[src/rtl/aiv_pkg.sv]
// aiv_pkg: shared types and default AIV timing for the pixel sampler.
// Holds the line state enum, timing constants and a 2-of-3 vote helper.
package aiv_pkg;

  typedef enum logic [1:0] {
    IDLE   = 2'd0,
    PORCH  = 2'd1,
    ACTIVE = 2'd2,
    DONE   = 2'd3
  } aivState_e;

  localparam int unsigned AIV_ACC_W        = 16;
  localparam int unsigned AIV_PHASE_INC    = 12945;
  localparam int unsigned AIV_PHASE_OFFSET = 32768;
  localparam int unsigned AIV_H_START      = 96;
  localparam int unsigned AIV_H_ACTIVE     = 640;
  localparam int unsigned AIV_LINE_TIMEOUT = 6000;

  function automatic logic [2:0] maj3(
    input logic [2:0] a,
    input logic [2:0] b,
    input logic [2:0] c
  );
    return (a & b) | (a & c) | (b & c);
  endfunction

endpackage

[src/rtl/aiv_pixel_sampler_if.sv]
// aiv_pixel_sampler_if: AIV input and framebuffer-side pixel bundle.
// master = sampler (takes hsync/rgb_in, drives pixel outputs); slave = peer.
interface aiv_pixel_sampler_if;
  logic       hsync;
  logic [2:0] rgb_in;
  logic       pixel_valid;
  logic [2:0] rgb_out;
  logic [9:0] pixel_x;
  logic       line_active;
  logic       sync_lost;

  modport master (
    input  hsync, rgb_in,
    output pixel_valid, rgb_out, pixel_x,
    output line_active, sync_lost
  );

  modport slave (
    output hsync, rgb_in,
    input  pixel_valid, rgb_out, pixel_x,
    input  line_active, sync_lost
  );
endinterface

[src/rtl/aiv_phase_nco.sv]
// aiv_phase_nco: fractional phase accumulator, one tick per carry out.
// Ports: clk, reset (sync, high), load (re-phase to OFFSET), tick.
module aiv_phase_nco
  import aiv_pkg::*;
#(
  parameter int unsigned ACC_W  = AIV_ACC_W,
  parameter int unsigned INC    = AIV_PHASE_INC,
  parameter int unsigned OFFSET = AIV_PHASE_OFFSET
) (
  input  logic clk,
  input  logic reset,
  input  logic load,
  output logic tick
);

  logic [ACC_W-1:0] acc;
  logic [ACC_W:0]   sum;

  assign sum  = {1'b0, acc} + (ACC_W+1)'(INC);
  // a load cycle re-phases the grid, so its carry is dropped
  assign tick = sum[ACC_W] & ~load;

  always_ff @(posedge clk) begin
    if (reset) begin
      acc <= '0;
    end else if (load) begin
      acc <= ACC_W'(OFFSET);
    end else begin
      acc <= sum[ACC_W-1:0];
    end
  end

endmodule

[src/rtl/aiv_pixel_sampler.sv]
// aiv_pixel_sampler: recovers the AIV dot grid, one strobe per source dot.
// Ports: clk, reset (sync, high), bus (master): hsync, rgb_in in;
// pixel_valid, rgb_out, pixel_x, line_active, sync_lost out.
// Option AIV_SAMPLER_MAJORITY_EN: 2-of-3 vote over the last 3 samples.
module aiv_pixel_sampler
  import aiv_pkg::*;
#(
  parameter int unsigned ACC_W        = AIV_ACC_W,
  parameter int unsigned PHASE_INC    = AIV_PHASE_INC,
  parameter int unsigned PHASE_OFFSET = AIV_PHASE_OFFSET,
  parameter int unsigned H_START      = AIV_H_START,
  parameter int unsigned H_ACTIVE     = AIV_H_ACTIVE,
  parameter int unsigned LINE_TIMEOUT = AIV_LINE_TIMEOUT
) (
  input  logic clk,
  input  logic reset,
  aiv_pixel_sampler_if.master bus
);

  localparam int unsigned TW = $clog2(LINE_TIMEOUT + 1);

  generate
    if (H_ACTIVE == 0 || H_ACTIVE > 1024) begin : gBadActive
      $error("H_ACTIVE must be in 1..1024");
    end
    if (H_START == 0 || H_START > 1024) begin : gBadStart
      $error("H_START must be in 1..1024");
    end
  endgenerate

  logic          hsyncQ;
  logic          lineStart;
  logic          dotTick;
  logic          timeout;
  logic [TW-1:0] toCnt;
  logic [TW-1:0] toNext;
  logic [9:0]    tickCnt;
  logic [9:0]    xCnt;
  logic [2:0]    sample;
  aivState_e     state;

  assign lineStart = hsyncQ & ~bus.hsync;

  aiv_phase_nco #(
    .ACC_W  (ACC_W),
    .INC    (PHASE_INC),
    .OFFSET (PHASE_OFFSET)
  ) uNco (
    .clk   (clk),
    .reset (reset),
    .load  (lineStart),
    .tick  (dotTick)
  );

`ifdef AIV_SAMPLER_MAJORITY_EN
  logic [2:0] hist1;
  logic [2:0] hist2;

  always_ff @(posedge clk) begin
    hist1 <= bus.rgb_in;
    hist2 <= hist1;
  end

  assign sample = maj3(hist2, hist1, bus.rgb_in);
`else
  assign sample = bus.rgb_in;
`endif

  always_comb begin
    toNext = toCnt;
    if (lineStart) begin
      toNext = '0;
    end else if (toCnt != TW'(LINE_TIMEOUT)) begin
      toNext = toCnt + TW'(1);
    end
  end

  assign timeout = (toNext == TW'(LINE_TIMEOUT));

  always_ff @(posedge clk) begin
    if (reset) begin
      hsyncQ          <= 1'b0;
      state           <= IDLE;
      toCnt           <= '0;
      tickCnt         <= '0;
      xCnt            <= '0;
      bus.pixel_valid <= 1'b0;
      bus.rgb_out     <= '0;
      bus.pixel_x     <= '0;
      bus.line_active <= 1'b0;
      bus.sync_lost   <= 1'b1;
    end else begin
      hsyncQ          <= bus.hsync;
      toCnt           <= toNext;
      bus.pixel_valid <= 1'b0;
      if (lineStart) begin
        // also the early-restart path: no flush of a partial line
        state           <= PORCH;
        tickCnt         <= '0;
        xCnt            <= '0;
        bus.pixel_x     <= '0;
        bus.line_active <= 1'b0;
        bus.sync_lost   <= 1'b0;
      end else if (timeout) begin
        state           <= IDLE;
        bus.pixel_x     <= '0;
        bus.line_active <= 1'b0;
        bus.sync_lost   <= 1'b1;
      end else begin
        if (state == DONE) begin
          bus.line_active <= 1'b0;
        end
        if (dotTick) begin
          unique case (state)
            PORCH: begin
              if (tickCnt == 10'(H_START - 1)) begin
                state <= ACTIVE;
                xCnt  <= '0;
              end else begin
                tickCnt <= tickCnt + 10'd1;
              end
            end
            ACTIVE: begin
              bus.pixel_valid <= 1'b1;
              bus.pixel_x     <= xCnt;
              bus.rgb_out     <= sample;
              bus.line_active <= 1'b1;
              if (xCnt == 10'(H_ACTIVE - 1)) begin
                state <= DONE;
              end else begin
                xCnt <= xCnt + 10'd1;
              end
            end
            IDLE, DONE: ;
            default: ;
          endcase
        end
      end
    end
  end

endmodule
[src/flat_wrapper.sv]
// flat-port wrapper written by rule: the top's interface ports become plain ports
module aiv_pixel_sampler_flat import aiv_pkg::*;
#(
  parameter int unsigned ACC_W        = AIV_ACC_W,
  parameter int unsigned PHASE_INC    = AIV_PHASE_INC,
  parameter int unsigned PHASE_OFFSET = AIV_PHASE_OFFSET,
  parameter int unsigned H_START      = AIV_H_START,
  parameter int unsigned H_ACTIVE     = AIV_H_ACTIVE,
  parameter int unsigned LINE_TIMEOUT = AIV_LINE_TIMEOUT
)
  (clk, reset, bus_hsync, bus_rgb_in, bus_pixel_valid, bus_rgb_out, bus_pixel_x, bus_line_active, bus_sync_lost);
  aiv_pixel_sampler_if bus_i ();
  input  logic clk;
  input  logic reset;
  input wire logic [$bits(bus_i.hsync)-1:0] bus_hsync;
  input wire logic [$bits(bus_i.rgb_in)-1:0] bus_rgb_in;
  output wire logic [$bits(bus_i.pixel_valid)-1:0] bus_pixel_valid;
  output wire logic [$bits(bus_i.rgb_out)-1:0] bus_rgb_out;
  output wire logic [$bits(bus_i.pixel_x)-1:0] bus_pixel_x;
  output wire logic [$bits(bus_i.line_active)-1:0] bus_line_active;
  output wire logic [$bits(bus_i.sync_lost)-1:0] bus_sync_lost;
  assign bus_i.hsync = bus_hsync;
  assign bus_i.rgb_in = bus_rgb_in;
  assign bus_pixel_valid = bus_i.pixel_valid;
  assign bus_rgb_out = bus_i.rgb_out;
  assign bus_pixel_x = bus_i.pixel_x;
  assign bus_line_active = bus_i.line_active;
  assign bus_sync_lost = bus_i.sync_lost;
  aiv_pixel_sampler #(.ACC_W(ACC_W), .PHASE_INC(PHASE_INC), .PHASE_OFFSET(PHASE_OFFSET), .H_START(H_START), .H_ACTIVE(H_ACTIVE), .LINE_TIMEOUT(LINE_TIMEOUT)) u_core (.clk(clk), .reset(reset), .bus(bus_i));
endmodule
[config.mk]
export PLATFORM = sky130hd
export DESIGN_NAME = aiv_pixel_sampler_flat
export DESIGN_NICKNAME = d
export VERILOG_FILES = /design/src/rtl/aiv_pkg.sv /design/src/rtl/aiv_pixel_sampler_if.sv /design/src/rtl/aiv_phase_nco.sv /design/src/rtl/aiv_pixel_sampler.sv /design/src/flat_wrapper.sv
export SDC_FILE = /design/constraint.sdc
export NUM_CORES = 1
export LEC_CHECK = 0
export ABC_AREA = 1
export BUFFER_PORTS_ARGS = -buffer_cell sky130_fd_sc_hd__buf_2
export CORE_UTILIZATION = 60
export CTS_CLUSTER_DIAMETER = 60
export DETAILED_ROUTE_END_ITERATION = 12
export GPL_ROUTABILITY_DRIVEN = 0
export PLACE_DENSITY = 0.79
export SYNTH_ARGS = -nofsm -noshare
export SYNTH_HDL_FRONTEND = slang
export SYNTH_HIERARCHICAL = 1
export SYNTH_SLANG_ARGS = --single-unit
[constraint.sdc]
create_clock -name clk -period 6.4 [get_ports clk]
set_clock_uncertainty 0.1 [all_clocks]
set_input_delay 1.28 -clock clk [delete_from_list [all_inputs] [get_ports clk]]
set_output_delay 1.28 -clock clk [all_outputs]
set_load 0.1 [all_outputs]
==> results.py, run 1 <==
metrics = {
    "run_status": {
        "outcome": "completed",
    },
    "setup_path": {
        "rrSetupSlack_ns": 3.72,
        "worstReg2RegStart": "u_core/uNco/acc[0]$_SDFF_PP0_",
        "r2r_cells": 9,
        "crit_path_start_kind": "primary input",
        "r2r_end": "u_core/tickCnt[7]$_SDFFE_PP0P_",
        "required_ns": 6.50,
        "end_kind": "flip-flop",
        "cp.arrival_ns": 3.12,
        "crit_type": "in2reg",
        "cp-startpoint": "bus_hsync",
        "crit_end": "u_core/xCnt[1]$_SDFFE_PP0P_",
        "crit_fanout": 27,
    },
    "worst_hold_path": {
        "timing.hold.worst.class": "reg2reg",
    },
    "placed_design": {
        "hpwl_mm": 5.317,
        "portBuffers": 21,
        "preCtsSetupSlack_ns": 3.008,
    },
    "grt": {
        "antenna_found_initial": 0,
        "overflow": 0,
        "grt_pass1_vias": 3014,
        "grt_pass1_wl_mm": 12.96,
        "grt_usage_pct": 25.65,
        "grt_max_degree": 28,
    },
    "routing": {
        "wl_per_cell_um": 12.59,
        "ant_nets": 0,
        "vias_per_cell": 5.384,
        "dr.first_iter.drc_count": 156,
        "drc_errors": 0,
        "vias": 3268,
        "wirelength_mm": 7.640,
        "dr.pass1.iters": 5,
    },
    "floorplan": {
        "ios": 22,
        "die_area_um2": 6570,
        "coreArea_um2": 5991,
        "die_h_um": 81.06,
        "placementRows": 28,
        "die_w_um": 81.06,
        "start_util_pct": 62.59,
    },
    "sta": {
        "tns_ns": 0,
        "fin_crit_sh_pct": 47.21,
        "finalSetupViolCount": 0,
        "fmaxAchievable_ghz": 0.3309,
        "hold_viol": 0,
        "rsz0062_at_grt": "no",
        "timing.hold.ws_ns": 0.3540,
        "tightest_slew_ns": 1.128,
        "fin_ws_ns": 3.378,
        "drv_slew": 0,
        "finalCriticalPeriod_ns": 3.022,
        "worst_slew_margin_rel_pct": 24.50,
    },
    "clock_network": {
        "cts_max_level": 3,
        "cts_hold_buffers": 0,
        "cts_tree": "done",
        "clkLatencyLatePin_ns": 0.34,
        "cts_num_sinks": 68,
        "path_clk_slew_ns": 0.07,
        "cts_setup_buffers": 0,
        "root_buffer": "clkbuf_8",
        "cts_resized": 0,
        "cts_inserted_buffers": 9,
        "cts_buffer_depth": 2,
    },
    "finish": {
        "diodes": 0,
        "syn_to_final_growth_pct": 11.14,
        "final_common_cell": "nand2_1",
        "final_cell_mix": "nand2_1 (89), dfxtp_1 (68), nor2_1 (64), inv_1 (48), nand3_1 (44)",
        "fin_nets": 541,
        "drive_above_1_share_pct": 21.62,
    },
    "power": {
        "powerDensity_nw_per_um2": 245.8,
        "power.leakage_nw": 1.655,
        "vdd_ir_drop_max_mv": 0.1858,
    },
    "yosys": {
        "synthesis.nets": 521,
        "ys_types": 36,
        "ys_seq_area_share_pct": 36.30,
        "syn_inst": 507,
        "synth-seq-cells": 68,
        "ys_warn_count": 6,
        "syn_area_per_cell_um2": 7.396,
        "syn_area_um2": 3750,
    },
    "run": {
        "drv_cap": 0,
    },
}
## worst max-delay path, stage by stage
cell     delay [ns]
buf_2          0.12
nor2_4         0.26
inv_1          0.28
o21ai_0        0.18
nor2_1         0.06
nor2_1         0.14
nand3_2        0.12
nor2_4         0.17
nand2_8        0.19
nand2_8        0.15
nand2_1        0.06
nand2_1        0.05
nor2_1         0.04
## stage by stage
step / util, % / std cells / instance area, µm² / power, mW
detailed placement: 64.62 / 591 / 3871 / 0.5163
CTS: 69.57 / 607 / 4168 / 1.034
floorplan: - / 507 / 3750 / 0.5031
global placement: 64.62 / 591 / 3871 / 0.5139
global route: 69.57 / 607 / 4168 / 1.063
finish: 69.57 / 607 / 4168 / 1.024
## state kept, by name (all words and copies together) (netlist names)
register	flops
u_core/bus.sync_lost	1
u_core/bus.pixel_valid	1
u_core/toCnt	13
u_core/tickCnt	10
u_core/uNco/acc	16
u_core/bus.rgb_out	3
u_core/state	2
u_core/xCnt	10
u_core/bus.pixel_x	10
u_core/bus.line_active	1
u_core/hsyncQ	1
## cell type report
class | count | area, µm²
Inverter | 59 | 222.7
Multi-Input combinational cell | 368 | 2088
Clock buffer | 10 | 137.6
Clock inverter | 6 | 158.9
Timing Repair Buffer | 21 | 105.1
Fill cell | 480 | 1823
Tap cell | 75 | 93.84
Sequential cell | 68 | 1361
## how the worst min path moves through the flow
stage                                          to  slack (ns)                           from  depth (start not counted)
floorplan           u_core/uNco/acc[0]$_SDFF_PP0_        0.32  u_core/uNco/acc[0]$_SDFF_PP0_                          1
global placement    u_core/uNco/acc[0]$_SDFF_PP0_        0.33  u_core/uNco/acc[0]$_SDFF_PP0_                          1
detailed placement  u_core/uNco/acc[0]$_SDFF_PP0_        0.34  u_core/uNco/acc[0]$_SDFF_PP0_                          1
CTS                 u_core/uNco/acc[0]$_SDFF_PP0_        0.36  u_core/uNco/acc[0]$_SDFF_PP0_                          1
global route        u_core/uNco/acc[0]$_SDFF_PP0_        0.39  u_core/uNco/acc[0]$_SDFF_PP0_                          1
finish              u_core/uNco/acc[0]$_SDFF_PP0_        0.35  u_core/uNco/acc[0]$_SDFF_PP0_                          1
## report_power, final
part	switching [mW]	internal [mW]
combinational	0.0435	0.0194
clock	0.168	0.349
sequential	0.0104	0.434
## cells in the mapped netlist (all sizes together)
master | instances | share of area, %
o21ai | 11 | 1.6
xor2 | 13 | 3.0
ha | 8 | 2.7
nor2 | 84 | 11
nand2 | 115 | 15
mux2i | 6 | 1.6
clkbuf | 4 | 0.40
xnor2 | 2 | 0.47
buf | 8 | 1.7
nor4 | 2 | 0.33
nor3 | 11 | 1.7
clkinv | 3 | 0.33
o21a | 1 | 0.20
dfxtp | 68 | 36
a21oi | 48 | 7.3
inv | 56 | 5.6
a31oi | 1 | 0.17
nand3 | 57 | 9.3
nand4 | 7 | 1.2
nor3b | 2 | 0.40
## metal layers
layer	part of all wire [%]	track usage, %
met4	1.3	9.821
met2	49	44.87
met5	0	0
met3	3.9	5.955
met1	45	30.19
## cell families after synthesis
logic type	share of synthesized area, %
AO/OA/AOI/OAI	9.243
adder cells (fa/ha/maj)	2.669
AND/OR/NAND/NOR	38.67
XOR/XNOR	3.504
buffers and inverters	8.008
multiplexers	1.602
flip-flops	36.30
Power figures use the tool's default switching activity.
==> run 2: changes to the inputs <==
==> constraint.sdc (replaced) <==
create_clock -name clk -period 3.06 [get_ports clk]
set_clock_uncertainty 0.1 [all_clocks]
set_input_delay 0.612 -clock clk [delete_from_list [all_inputs] [get_ports clk]]
set_output_delay 0.612 -clock clk [all_outputs]
set_load 0.1 [all_outputs]
==> run 2 against run 1 <==
Compared with the run above:
- combinational power rose by 110%
- global-route usage fell by 0.92 points
- critical path depth fell by 3
- final area fell by 1.4%
- flip-flop and latch count did not move
- hold slack improved by 0.0075 ns
- clock power rose by 57%
- utilization fell by 0.96 points
- register-to-register slack got worse by 3.1 ns
- clock-buffer cell count rose by 1
- critical endpoint is now u_core/tickCnt[1]$_SDFFE_PP0P_
- largest cell class unchanged
==> results.py, run 2 (synthesis gave the netlist of run 1 again) <==
metrics = {
    "run_status": {
        "outcome": "completed",
    },
    "finish": {
        "nFillCells": 513,
        "drive_above_1_share_pct": 21.87,
        "reg_top3": "u_core/uNco/acc: 16 flops, u_core/toCnt: 13 flops",
        "regMostFlops": "u_core/uNco/acc",
        "final_common_cell": "nand2_1",
        "syn_to_final_growth_pct": 9.610,
        "fin_area_um2": 4110,
        "diodes": 0,
        "final_cell_mix": "nand2_1 (89), dfxtp_1 (68), nor2_1 (64), inv_1 (48), nand3_1 (44)",
        "fin_nets": 544,
        "largest_reg_flops": 16,
    },
    "setup_path": {
        "cp_common_cell": "nand3_1",
        "end_kind": "flip-flop",
        "cp.arrival_ns": 2.60,
        "crit_type": "reg2reg",
        "required_ns": 3.24,
        "crit_path_start_kind": "flip-flop",
        "crit_fanout": 9,
        "critPathMaxStageDelay_ns": 0.41,
        "crit_chain": "ha_1, nand3_1, nand2_2, nand3_1, a21oi_1, inv_1, nor2_1, buf_4, nand3_1, a21oi_1",
        "slowest_stage": "nor2_1",
    },
    "sta": {
        "fin_crit_sh_pct": 79.11,
        "rsz0062_at_grt": "no",
        "tns_ns": 0,
        "hold_viol": 0,
        "tightest_slew_ns": 0.4971,
        "finalSetupViolCount": 0,
        "fin_ws_ns": 0.6392,
        "fmaxAchievable_ghz": 0.4131,
        "drv_slew": 0,
        "finalCriticalPeriod_ns": 2.421,
        "worst_slew_margin_rel_pct": 66.74,
    },
    "placed_design": {
        "hpwl_mm": 5.460,
        "portBuffers": 21,
        "preCtsSetupSlack_ns": 0.4092,
        "dpl_cell_area_um2": 3894,
    },
    "clock_network": {
        "path_clk_slew_ns": 0.07,
        "cts_setup_buffers": 0,
        "cts_tree": "done",
        "cts_resized": 0,
        "cts_buffer_depth": 2,
        "clkLatencyLatePin_ns": 0.34,
        "cts_inserted_buffers": 9,
        "cts_num_sinks": 68,
        "cts_hold_buffers": 0,
        "cts_max_level": 3,
        "root_buffer": "clkbuf_8",
    },
    "run": {
        "drv_cap": 0,
    },
    "grt": {
        "grt_usage_pct": 24.73,
        "grt_pass1_vias": 2843,
        "use_met1_pct": 30.95,
        "gr-usage-met2_pct": 40.84,
        "antenna_found_initial": 0,
        "overflow": 0,
        "grt_max_degree": 28,
        "use_met3_pct": 5.393,
        "globalRoute.busiestLayer": "met2",
        "grt_pass1_wl_mm": 12.43,
    },
    "worst_hold_path": {
        "timing.hold.worst.class": "reg2reg",
    },
    "power": {
        "vdd_ir_drop_max_mv": 0.3115,
        "powerDensity_nw_per_um2": 456.2,
        "power.leakage_nw": 1.635,
    },
    "routing": {
        "wl_per_cell_um": 12.61,
        "wirelength_mm": 7.693,
        "vias_per_cell": 5.359,
        "dr.pass1.iters": 4,
        "ant_nets": 0,
        "drc_errors": 0,
        "vias": 3269,
        "dr.first_iter.drc_count": 202,
    },
    "floorplan": {
        "die_h_um": 81.06,
        "placementRows": 28,
        "die_area_um2": 6570,
        "die_w_um": 81.06,
        "coreArea_um2": 5991,
        "ios": 22,
        "start_util_pct": 62.59,
    },
}
[run 2: changes by cell type in the layout (fill, tap and decap cells not counted)]
cell	before	now
clkinv_2	1	4
buf_4	0	3
clkbuf_1	0	1
bufinv_16	5	2
clkinv_4	1	0
[run 2: area by class of cell]
type	count	area, µm²	area share (%)
tap	75	93.84	2.283
sequential	68	1361	33.12
inverter	59	222.7	5.419
timing repair buffer	24	127.6	3.105
clock inverter	5	75.07	1.826
multi-input combinational	368	2088	50.81
clock buffer	11	141.4	3.440
[run 2: layer usage]
layer  part of all wire (%)  up-vias  wire (µm)
met1                     48     1510       3703
met4                    1.4        0        107
met5                      0        -          0
met3                    3.0       10        229
li1                       -     1690          -
met2                     47       59       3653
[run 2: final timing paths]
check	startpoint	endpoint	slack [ns]	cells past startpoint
worst min-delay path	u_core/bus.rgb_out[1]$_SDFFE_PP0P_	u_core/bus.rgb_out[1]$_SDFFE_PP0P_	0.36	2
worst max-delay path	u_core/uNco/acc[0]$_SDFF_PP0_	u_core/tickCnt[1]$_SDFFE_PP0P_	0.64	10
worst max register to register	u_core/uNco/acc[0]$_SDFF_PP0_	u_core/tickCnt[1]$_SDFFE_PP0P_	0.64	10
worst min register to register	u_core/bus.rgb_out[1]$_SDFFE_PP0P_	u_core/bus.rgb_out[1]$_SDFFE_PP0P_	0.36	2
[run 2: worst max-delay path, delay by kind of cell, from the launching register on]
kind | cells | cell delay (ns)
DFF | 1 | 0.36
adders and majority gates | 1 | 0.22
buffers and inverters | 2 | 0.34
and+or+nand+nor | 5 | 0.86
AOI/OAI and AO/OA | 2 | 0.46
[run 2: report_power, final]
group	leakage, nW	switching (mW)	internal [mW]
registers	0.552	0.0217	0.907
clock network	0.113	0.336	0.477
logic	0.970	0.0911	0.0419
[run 2: per-stage QoR]
stage          hold slack [ns]  power (mW)  std cells  util, %
2_1_floorplan           0.3173       1.052        507        -
3_3_place_gp            0.3283       1.076        594    65.00
3_5_place_dp            0.3402       1.082        594    65.00
4_1_cts                 0.3640       1.894        610    68.61
5_1_grt                 0.3793       1.945        610    68.61
6_report                0.3615       1.875        610    68.61
==> run 3: changes to the inputs <==
==> constraint.sdc (replaced) <==
create_clock -name clk -period 2.27 [get_ports clk]
set_clock_uncertainty 0.1 [all_clocks]
set_input_delay 0.454 -clock clk [delete_from_list [all_inputs] [get_ports clk]]
set_output_delay 0.454 -clock clk [all_outputs]
set_load 0.1 [all_outputs]
==> run 3 against run 2 <==
Compared with the run above:
- global-route usage is 1.0 points lower
- wire length is 0.79% higher
- via count is 3.0% higher
- clock-buffer cell count is 1 higher
- sequential share of layout area is 1.1 points lower
- sequential power is 35% higher
- utilization is 2.8 points higher
- final area is 4.0% higher
- non-clock buffer count is 14 higher
- critical path depth is 1 higher
==> results.py, run 3 (synthesis gave the netlist of run 1 again) <==
metrics = {
    "setup_path": {
        "critPathMaxStageDelay_ns": 0.36,
        "crit_fanout": 12,
        "r2r_end": "u_core/bus.line_active$_SDFF_PP0_",
        "required_ns": 2.45,
        "crit_end": "u_core/bus.line_active$_SDFF_PP0_",
        "cp.arrival_ns": 2.38,
        "cp-startpoint": "u_core/toCnt[0]$_SDFF_PP0_",
        "path_buf_inv": 1,
        "r2r_cells": 11,
        "crit_chain": "ha_1, nand2_1, nor2_4, nand3_1, xor2_1, clkinv_1, nand3_1, nor2_4, a21oi_1, nand2_4, nor2_1",
        "crit_path_start_kind": "flip-flop",
        "rrSetupSlack_ns": 0.07,
        "end_kind": "flip-flop",
        "crit_type": "reg2reg",
        "critical_path_cell_count": 11,
        "cp_top_family": "simple AND/OR/NAND/NOR gates",
        "worstReg2RegStart": "u_core/toCnt[0]$_SDFF_PP0_",
        "slowest_stage": "dfxtp_2",
    },
    "placed_design": {
        "hpwl_mm": 5.279,
        "portBuffers": 21,
        "dpl_cell_area_um2": 3974,
    },
    "clock_network": {
        "clkLatencyLatePin_ns": 0.35,
        "cts_max_level": 3,
        "cts_inserted_buffers": 9,
        "cts_hold_buffers": 0,
        "cts_num_sinks": 68,
        "cts_buffer_depth": 2,
        "path_clk_slew_ns": 0.07,
        "cts_tree": "done",
        "root_buffer": "clkbuf_8",
    },
    "power": {
        "power.leakage_nw": 1.733,
        "seqPwrFrac_pct": 53.5,
        "vdd_ir_drop_max_mv": 0.3799,
        "powerDensity_nw_per_um2": 547.9,
        "pwr-share-comb_pct": 7.9,
        "p_int_mw": 1.757,
        "pwr-share-clk_pct": 38.6,
        "power_switching_mw": 0.5860,
        "switching_share_pct": 25.02,
    },
    "finish": {
        "multi_input_area_um2": 2145,
        "drive_above_1_share_pct": 25.64,
        "final_cell_mix": "nand2_1 (89), nor2_1 (63), dfxtp_1 (62), inv_1 (47), nand3_1 (44)",
        "nFillCells": 469,
        "regMostFlops": "u_core/uNco/acc",
        "final_common_cell": "nand2_1",
        "register_area_um2": 1369,
        "fin_nets": 561,
        "largest_reg_flops": 16,
        "syn_to_final_growth_pct": 14.01,
        "diodes": 0,
        "fin_area_um2": 4275,
        "reg_top3": "u_core/uNco/acc: 16 flops, u_core/toCnt: 13 flops",
    },
    "floorplan": {
        "placementRows": 28,
        "start_util_pct": 62.59,
        "die_h_um": 81.06,
        "coreArea_um2": 5991,
        "die_w_um": 81.06,
        "die_area_um2": 6570,
        "ios": 22,
    },
    "sta": {
        "fin_crit_sh_pct": 96.97,
        "timing.hold.ws_ns": 0.2526,
        "finalCriticalPeriod_ns": 2.201,
        "worst_slew_margin_rel_pct": 67.86,
        "tns_ns": 0,
        "drv_slew": 0,
        "rsz0062_at_grt": "yes",
        "hold_viol": 0,
        "tightest_slew_ns": 0.4854,
        "fmaxAchievable_ghz": 0.4543,
        "finalSetupViolCount": 0,
    },
    "grt": {
        "grt_usage_pct": 23.69,
        "grt_pass1_wl_mm": 11.84,
        "overflow": 0,
        "grt_max_degree": 28,
        "antenna_found_initial": 0,
        "grt_pass1_vias": 2806,
    },
    "routing": {
        "wirelength_mm": 7.754,
        "drc_errors": 0,
        "dr.first_iter.drc_count": 175,
        "vias_per_cell": 5.387,
        "ant_nets": 0,
        "dr.pass1.iters": 5,
        "wl_per_cell_um": 12.41,
        "vias": 3367,
    },
    "worst_hold_path": {
        "min_from": "bus_hsync",
        "timing.hold.worst.class": "in2reg",
        "hold_path_depth": 3,
    },
    "run_status": {
        "outcome": "completed",
    },
    "run": {
        "drv_cap": 0,
    },
}
run 3: power by group through the flow:
stage / Clock (mW) / Sequential, mW / Combinational (mW)
2_1_floorplan: 0 / 1.28 / 0.138
3_3_place_gp: 0 / 1.28 / 0.179
3_5_place_dp: 0 / 1.28 / 0.185
4_1_cts: 0.919 / 1.25 / 0.185
5_1_grt: 0.971 / 1.26 / 0.212
6_report: 0.904 / 1.25 / 0.186
run 3: layout make-up:
type,instances,share of cell area [%]
tap,75,2.195
clock inverter,2,0.2341
multi-input combinational,371,50.16
inverter,59,5.209
sequential,68,32.02
timing repair buffer,38,6.321
clock buffer,12,3.863
run 3: metal layers:
| layer | track usage [%] | routed length (µm) | up-vias |
|---|---|---|---|
| met5 | 0 | 0 | - |
| met4 | 11.79 | 150 | 0 |
| met3 | 4.382 | 356 | 14 |
| met2 | 39.83 | 3746 | 73 |
| met1 | 28.84 | 3501 | 1556 |
| li1 | - | - | 1724 |
run 3: repair_timing:
item,4_1_cts,5_1_grt
resized for setup,0,12
endpoints found under the setup margin,0,35
buffers inserted,0,5
run 3: worst min path at each step:
stage / to / slack [ns]
floorplan: u_core/uNco/acc[0]$_SDFF_PP0_ / 0.32
CTS: u_core/hsyncQ$_SDFF_PP0_ / 0.24
detailed placement: u_core/uNco/acc[0]$_SDFF_PP0_ / 0.35
global route: u_core/hsyncQ$_SDFF_PP0_ / 0.25
finish: u_core/hsyncQ$_SDFF_PP0_ / 0.25
global placement: u_core/uNco/acc[0]$_SDFF_PP0_ / 0.33
run 3: metrics by stage:
stage	worst slack [ns]	utilization [%]	cells	power, mW
after detailed placement	0.1189	66.33	603	1.464
after floorplan	0.2621	-	507	1.418
after CTS	0.1028	69.26	617	2.356
final	0.06874	71.37	625	2.343
after global routing	-0.07596	71.37	625	2.439
after global placement	0.1448	66.33	603	1.456
run 3: tightest hold or removal path, cell delays in order:
cell and delay, ns:
buf_2 0.12, inv_1 0.05, nor2_1 0.03
